### src/rtl/signed_divider_8bit.sv
// 16-by-8 signed divider: captures operand magnitudes, runs a 16-step unsigned
// restoring division MSB first, then applies truncating-division sign fix-up.
module signed_divider_8bit (
    input  logic        clk,
    input  logic        rst_n,
    input  logic        start,
    input  logic [15:0] Dividend,
    input  logic [7:0]  Divisor,
    output logic [7:0]  Quotient,
    output logic [7:0]  Remainder,
    output logic        busy,
    output logic        done,
    output logic        dbz,
    output logic        ovf
);

    typedef enum logic [1:0] {
        S_IDLE = 2'd0,
        S_CALC = 2'd1,
        S_FIX  = 2'd2,
        S_DONE = 2'd3
    } state_t;

    state_t      state_q, state_d;

    // work_q starts as the dividend magnitude; quotient bits shift in from the LSB
    logic [15:0] work_q, work_d;
    logic [7:0]  dvs_mag_q, dvs_mag_d;
    logic [8:0]  rem_q, rem_d;
    logic [3:0]  cnt_q, cnt_d;
    logic        dvd_neg_q, dvd_neg_d;
    logic        dvs_neg_q, dvs_neg_d;
    logic [7:0]  quo_q, quo_d;
    logic [7:0]  rmd_q, rmd_d;
    logic        dbz_q, dbz_d;
    logic        ovf_q, ovf_d;

    logic [15:0] dvd_mag_in;
    logic [7:0]  dvs_mag_in;
    logic [9:0]  trial;
    logic        trial_neg;
    logic        quo_neg;
    logic [7:0]  quo_signed;
    logic [7:0]  rmd_signed;
    logic        quo_ovf;

    // Magnitudes: the most negative values map onto their unsigned counterparts
    assign dvd_mag_in = Dividend[15] ? (16'd0 - Dividend) : Dividend;
    assign dvs_mag_in = Divisor[7]   ? (8'd0 - Divisor)   : Divisor;

    // One restoring step: partial remainder is at most 127, so the shifted
    // value fits in 9 bits and the 10-bit difference carries a valid sign
    assign trial     = {rem_q, work_q[15]} - {2'b00, dvs_mag_q};
    assign trial_neg = trial[9];

    assign quo_neg    = dvd_neg_q ^ dvs_neg_q;
    assign quo_signed = quo_neg   ? (8'd0 - work_q[7:0]) : work_q[7:0];
    assign rmd_signed = dvd_neg_q ? (8'd0 - rem_q[7:0])  : rem_q[7:0];
    assign quo_ovf    = quo_neg   ? (work_q > 16'd128)   : (work_q > 16'd127);

    // State register and datapath registers
    always_ff @(posedge clk) begin
        if (!rst_n) begin
            state_q   <= S_IDLE;
            work_q    <= 16'd0;
            dvs_mag_q <= 8'd0;
            rem_q     <= 9'd0;
            cnt_q     <= 4'd0;
            dvd_neg_q <= 1'b0;
            dvs_neg_q <= 1'b0;
            quo_q     <= 8'd0;
            rmd_q     <= 8'd0;
            dbz_q     <= 1'b0;
            ovf_q     <= 1'b0;
        end else begin
            state_q   <= state_d;
            work_q    <= work_d;
            dvs_mag_q <= dvs_mag_d;
            rem_q     <= rem_d;
            cnt_q     <= cnt_d;
            dvd_neg_q <= dvd_neg_d;
            dvs_neg_q <= dvs_neg_d;
            quo_q     <= quo_d;
            rmd_q     <= rmd_d;
            dbz_q     <= dbz_d;
            ovf_q     <= ovf_d;
        end
    end

    // Next-state logic
    always_comb begin
        state_d = state_q;
        case (state_q)
            S_IDLE: begin
                if (start) begin
                    state_d = (Divisor == 8'd0) ? S_DONE : S_CALC;
                end
            end
            S_CALC: begin
                if (cnt_q == 4'd15) begin
                    state_d = S_FIX;
                end
            end
            S_FIX:   state_d = S_DONE;
            S_DONE:  state_d = S_IDLE;
            default: state_d = S_IDLE;
        endcase
    end

    // Datapath next-values
    always_comb begin
        work_d    = work_q;
        dvs_mag_d = dvs_mag_q;
        rem_d     = rem_q;
        cnt_d     = cnt_q;
        dvd_neg_d = dvd_neg_q;
        dvs_neg_d = dvs_neg_q;
        quo_d     = quo_q;
        rmd_d     = rmd_q;
        dbz_d     = dbz_q;
        ovf_d     = ovf_q;
        case (state_q)
            S_IDLE: begin
                if (start) begin
                    work_d    = dvd_mag_in;
                    dvs_mag_d = dvs_mag_in;
                    dvd_neg_d = Dividend[15];
                    dvs_neg_d = Divisor[7];
                    rem_d     = 9'd0;
                    cnt_d     = 4'd0;
                    if (Divisor == 8'd0) begin
                        quo_d = 8'h00;
                        rmd_d = 8'h00;
                        dbz_d = 1'b1;
                        ovf_d = 1'b0;
                    end
                end
            end
            S_CALC: begin
                rem_d  = trial_neg ? {rem_q[7:0], work_q[15]} : trial[8:0];
                work_d = {work_q[14:0], ~trial_neg};
                cnt_d  = cnt_q + 4'd1;
            end
            S_FIX: begin
                quo_d = quo_signed;
                rmd_d = rmd_signed;
                dbz_d = 1'b0;
                ovf_d = quo_ovf;
            end
            default: ;
        endcase
    end

    // Output logic
    always_comb begin
        busy = (state_q != S_IDLE);
        done = (state_q == S_DONE);
    end

    assign Quotient  = quo_q;
    assign Remainder = rmd_q;
    assign dbz       = dbz_q;
    assign ovf       = ovf_q;

endmodule

### config.mk
export PLATFORM = sky130hd
export DESIGN_NAME = signed_divider_8bit
export DESIGN_NICKNAME = d
export VERILOG_FILES = /design/src/rtl/signed_divider_8bit.sv
export SDC_FILE = /design/constraint.sdc
export NUM_CORES = 1
export LEC_CHECK = 0
export CORE_ASPECT_RATIO = 0.5
export CORE_MARGIN = 1
export CORE_UTILIZATION = 56
export DETAILED_ROUTE_END_ITERATION = 16
export HOLD_SLACK_MARGIN = 0.03
export PLACE_DENSITY = 0.84
export RECOVER_POWER = 25
export SKIP_LAST_GASP = 1
export SYNTH_ARGS = -nofsm -noshare
export SYNTH_HDL_FRONTEND = slang
export SYNTH_SLANG_ARGS = --single-unit
export TNS_END_PERCENT = 100
### constraint.sdc
create_clock -name clk -period 2.5 [get_ports clk]
set_clock_uncertainty 0.15 [all_clocks]
set_input_delay 0.5 -clock clk [delete_from_list [all_inputs] [get_ports clk]]
set_output_delay 0.5 -clock clk [all_outputs]
set_load 0.05 [all_outputs]
==> reports/qor.csv <==
stage,metric,value,unit
synth,ys_ff_latch,59,
worst_setup_path,crit_family,adder cells,
place,dpl_worst_slack,-0.361,ns
synth,syn_inst,459,
global_routing,grt_pass1_vias,3620,
die,fp.dieH,59.0,microns
synth,syn_nets,504,
synth,yosysWarnings,0,
power,intPower,3.32,mW
layout,diodes,0,
route,post_drt_wl_per_cell,17.6,microns
worst_setup_path,slowest_stage,fa_2,
power,leakage,1.97,nW
route,vias,3971,
worst_setup_path,crit_arrival,2.61,ns
worst_setup_path,cp-end-kind,register,
synth,ys_seq_area_share,32.4,%
synth,synth_ff_type,dfxtp_1,
route,routed_via_density,6.16,
synth,yosys.area.top_type,dfxtp_1,
route,drt-pass1-iter-count,5,
sta,slew_headroom,48.2,%
synth,ys_top_cells_by_area,"dfxtp_1 (32%), ha_1 (5.8%), nor2_1 (5.8%), xnor2_1 (5.8%), nand2_1 (4.9%)",
sta,worstMarginPinSlew,0.775,ns
min_path,hold_class,reg -> reg,
layout,fin_util,80.2,%
power,p_per_area,1130,nW/um^2
synth,synthArstFlopShare,0,%
die,fp.dieW,116,microns
worst_setup_path,path_buf_inv,3,
global_routing,track_usage,31.7,%
route,ant_nets,0,
layout,finalNetCount,597,
sta,hold_ws,0.322,ns
layout,num-fill-cells,390,
worst_setup_path,critPathKind,reg -> reg,
layout,area_growth,36.0,%
power,p_seq_share,23.4,%
layout,drive_above_1_share,17.6,%
power,p_sw_share,40.6,%
clock_tree,clkLatencyLatePin,0.34,ns
global_routing,antenna_found_initial,0,
die,rows,20,
job,max-cap-violations,0,
power,p_switching,2.27,mW
power,clkPwrFrac,24.4,%
worst_setup_path,cp-start-kind,register,
synth,ys_types,53,
die,die_area,6850,sq um
sta,period_share,101,%
worst_setup_path,required,2.58,ns
synth,synth_edf_count,0,
global_routing,grt_max_degree,34,
synth,syn_avg_cell_area,7.94,sq um
clock_tree,htreeDepth,3,
worst_setup_path,crit_path_frequent_cell,inv_2,
clock_tree,cts_buffers,9,
route,drt-initial-drc-count,397,
route,drcViolationCount,0,
power,max-vdd-ir-drop,0.000497,V
die,start_util,59.0,%
clock_tree,root_buffer,clkbuf_16,
clock_tree,cts_tree,yes,
sta,fin_crit,2.53,ns
global_routing,grt_overflow,0,
synth,yosys.area.top_type_share,32.4,%
synth,synth_area,3640,sq um
sta,setup-tns-final,-0.0379,ns
power,comb_power_share,52.2,%
worst_setup_path,cpPeakStageDelay,0.43,ns
run_status,violations,negative setup slack,
place,place_hpwl,6980,microns
sta,slew_viol_final,0,
run_status,status,"complete, but fails checks",
sta,final-hold-violation-count,0,
place,gp_congestion,0.842,
sta,rsz0062_at_grt,true,
global_routing,grt_pass1_wl,16800,microns
sta,layout_setup_ws,-0.0292,ns
sta,fmax,395,MHz
clock_tree,clock_path_buffers,2,
clock_tree,cts_sinks,59,
worst_setup_path,crit_chain,inv_2 -> ha_4 -> inv_2 -> fa_2 -> a211oi_4 -> nor2_2 -> buf_4 -> or4_4 -> o311a_1 -> mux2i_1 -> o21ai_1,
sta,setup_viol,2,
die,ios,47,
route,finalWirelength,11400,microns
die,core,6180,sq um
clock_tree,clkTransAtPathRegs,0.05,ns
place,io_buffers,46,
worst_setup_path,worstPathMaxFanout,2,
[path summary, 6_finish.rpt]
kind / startpoint / endpoint / slack (ns) / depth (start not counted)
worst min-delay path: ovf / ovf / 0.32 / 2
worst max-delay path: work_q[15] / rem_q[6] / -0.03 / 11
worst max register to register: work_q[15] / rem_q[6] / -0.03 / 11
worst min register to register: ovf / ovf / 0.32 / 2
[logic make-up after synthesis]
logic type	synth area share, %
compound gates	23.0
flops	32.4
fa+ha+maj	6.39
xor+xnor	9.58
mux	1.92
simple gates	21.6
buf+inv	5.05
[cell usage after synthesis (4+ instances only)]
cell      number
nor2_1        56
a31oi_1        6
o31ai_1        8
nor4_1         5
a21oi_1       25
xnor2_1       24
o211ai_1       5
or3_1          4
clkbuf_1      22
nand3_1       15
a211oi_1      12
mux2i_1        7
xor2_1        14
dfxtp_1       59
nor2b_1        4
a21o_1         4
a22oi_1       16
nor3_1         7
inv_1         22
ha_1          17
nand2b_1       7
a222oi_1       7
o21ai_0       19
nand2_1       48
and2_1         5
[worst register-to-register path: cells and delay by family, from the launching register on]
kind            cells  cell delay (ns)
fa+ha+maj           2             0.56
simple gates        2             0.50
buf+inv             3             0.26
flops               1             0.32
mux                 1             0.13
compound gates      3             0.51
[power by group through the flow]
stage          Combinational (mW)  Sequential, mW  Clock (mW)
3_3_place_gp                 2.42            1.30           0
5_1_grt                      3.11            1.33        1.40
3_5_place_dp                 2.49            1.31           0
6_report                     2.92            1.31        1.36
4_1_cts                      2.56            1.30        1.36
2_1_floorplan                1.63            1.30           0
[area by class of cell]
| cell class | instances | area (sq um) | share of cell area (%) |
|---|---|---|---|
| Inverter | 22 | 82.6 | 1.67 |
| Sequential cell | 59 | 1180 | 23.9 |
| Multi-Input combinational cell | 353 | 2350 | 47.3 |
| Clock inverter | 4 | 72.6 | 1.46 |
| Clock buffer | 12 | 256 | 5.17 |
| Tap cell | 88 | 110 | 2.22 |
| Timing Repair Buffer | 107 | 906 | 18.3 |
[stage by stage]
stage	total power [mW]	cell area, sq um	std cells
after detailed placement	3.80	4550	624
after CTS	5.21	4880	641
after global routing	5.84	4960	645
after floorplan	2.93	3640	459
after global placement	3.73	4550	624
final	5.60	4960	645
[state kept, by name, summed over array words and instances (netlist names)]
register / cells
work_q: 16
rem_q: 9
Quotient: 8
Remainder: 8
dvs_mag_q: 8
cnt_q: 4
state_q: 2
dbz: 1
dvd_neg_q: 1
dvs_neg_q: 1
ovf: 1
[placed cells by master, fill, tap and decap left out, types with 6 or more instances in the layout]
master,count
dfxtp_1,57
buf_4,57
nor2_1,54
nand2_1,48
clkdlybuf4s50_1,38
a21oi_1,25
xnor2_1,24
inv_1,20
o21ai_0,20
a22oi_1,16
ha_1,15
xor2_1,14
nand3_1,14
a211oi_1,10
clkbuf_16,9
o31ai_1,8
nand2b_1,7
a222oi_1,7
nor3_1,7
mux2i_1,7
dlygate4sd2_1,7
a31oi_1,6
[what timing repair did]
| action | 4_1_cts | 5_1_grt |
|---|---|---|
| hold buffers | 0 | 0 |
| setup endpoints to repair | 5 | 23 |
| buffers inserted | 1 | 4 |
| pin swaps | 7 | 10 |
| resized for setup | 10 | 16 |
[per-layer routing]
layer  wire length (microns)  vias to the layer above  share of wire [%]  GRT usage, %
met1                    4540                     1827                 40          39.1
met4                     464                        0                4.1          13.0
met5                       0                        -                  0             0
li1                        -                     1829                  -             -
met2                    5390                      251                 47          53.7
met3                     984                       64                8.7          8.28
Note: power is estimated with default switching activity, not from simulation.
==> RTL change, RTL diff (config.mk and constraints unchanged) <==
The 4 states of `state_t` get a Gray code encoding in 2 bits.
--- a/src/rtl/signed_divider_8bit.sv
+++ b/src/rtl/signed_divider_8bit.sv
@@ -16,8 +16,8 @@
 
     typedef enum logic [1:0] {
-        S_IDLE = 2'd0,
-        S_CALC = 2'd1,
-        S_FIX  = 2'd2,
-        S_DONE = 2'd3
+        S_IDLE = 2'b00,
+        S_CALC = 2'b01,
+        S_FIX  = 2'b11,
+        S_DONE = 2'b10
     } state_t;
 
Function: no difference found for any inputs over 10 cycles, from zero or initial values and one cycle with rst_n low; not proved beyond that.
==> RTL change against the unedited design <==
Wire length down 4.6%; area after synthesis is 3.3% lower; the run still ends with setup timing left; cell area decreased by 5.7%; global-route usage increased by 1.1 points; critical endpoint is now rem_q[0]; sequential cell count stayed put; worst setup slack better by 0.021 ns.
Power is not compared: it rests on default switching activity, and its combinational part moved more than twofold at a synthesized area within 25%.
==> RTL change: results (changes against the unedited design) <==
metric;value;unit;change
outcome;finished, violations left;;
violated checks;setup timing;;
Layout clock area frac;0.0736;;+0.00725
Max-slew headroom;0.491;;+0.00897
fin worst setup slack;-0.00837;ns;+0.0209 ns
gpl congestion;0.806;;-4.3%
drt pass-1 iters;8;;+3
Setup Viol. Count Final;2;;unchanged
Post-Syn Instances;425;;-7.4%
Vias;3625;;-8.7%
GRT Overall Usage;0.328;;+0.0112
DRT iter0 DRCs;473;;+19%
Placed Cells;567;;-9.1%
met2 WL;5430;um;+0.71%
Synth Area in Compound Gates;0.218;;-0.0123
synth top area cells;dfxtp_1 (34%), xnor2_1 (5.5%), ha_1 (4.6%);;
Synth Area in XOR/XNOR;0.0920;;-0.00380
reg2reg path depth;9;;-2
Fill cells;352;;-9.7%
Tot Pwr;3410;uW;
count of cell types in the netlist;51;;-3.8%
Critical Path Max Stage Delay;0.39;ns;-0.04 ns
synth cell count leaders;dfxtp_1 (59), nand2_1 (38), o21ai_0 (32);;
slowest CP cell;ha_1;;
met3 WL;902;um;-8.3%
Max FO, Critical Path;4;;+2
drt total wl;10900;um;-4.6%
dpl ws;-0.451;ns;-0.0900 ns
Data buffer area share;0.163;;-0.0194
largest net degree at the start of global routing;50;;+47%
register area share after synthesis;0.335;;+0.0112
Nets;536;;-10%
adder-cell share of the synthesized area;0.0518;;-0.0120
layout cell share with drive strength beyond 1;0.126;;-0.0499
worst endpoint data arrival time;2.58;ns;-0.03 ns
routed len/inst;18.6;um;+5.4%
placed cell areas;0.00428;mm2;-5.9%
RTL change: cell types whose count changed after synthesis, sizes merged, moves of 6 or more:
cell    change
nand3       +6
nor2b      +15
o21ai      +11
a21oi      -15
a21boi      +8
a22oi      -15
o211a       +7
nand2      -10
and2       +10
nor2       -34
a211oi     -11
RTL change: final timing paths:
| path | start | to | slack, ns |
|---|---|---|---|
| setup / recovery | dvs_mag_q[2] | rem_q[0] | -0.008 |
| hold / removal | dvs_mag_q[7] | dvs_mag_q[7] | 0.33 |
| setup reg to reg | dvs_mag_q[2] | rem_q[0] | -0.008 |
| hold reg to reg | dvs_mag_q[7] | dvs_mag_q[7] | 0.33 |
RTL change: routing by layer:
layer,GRT usage,vias up
met2,0.603,191
met3,0.0889,45
li1,-,1662
met5,0,-
met4,0.128,0
met1,0.370,1727
RTL change: repair_timing:
item	CTS	global route
setup buffers	0	1
pin swaps	5	3
gates resized for setup	7	8
endpoints found under the setup margin	3	11
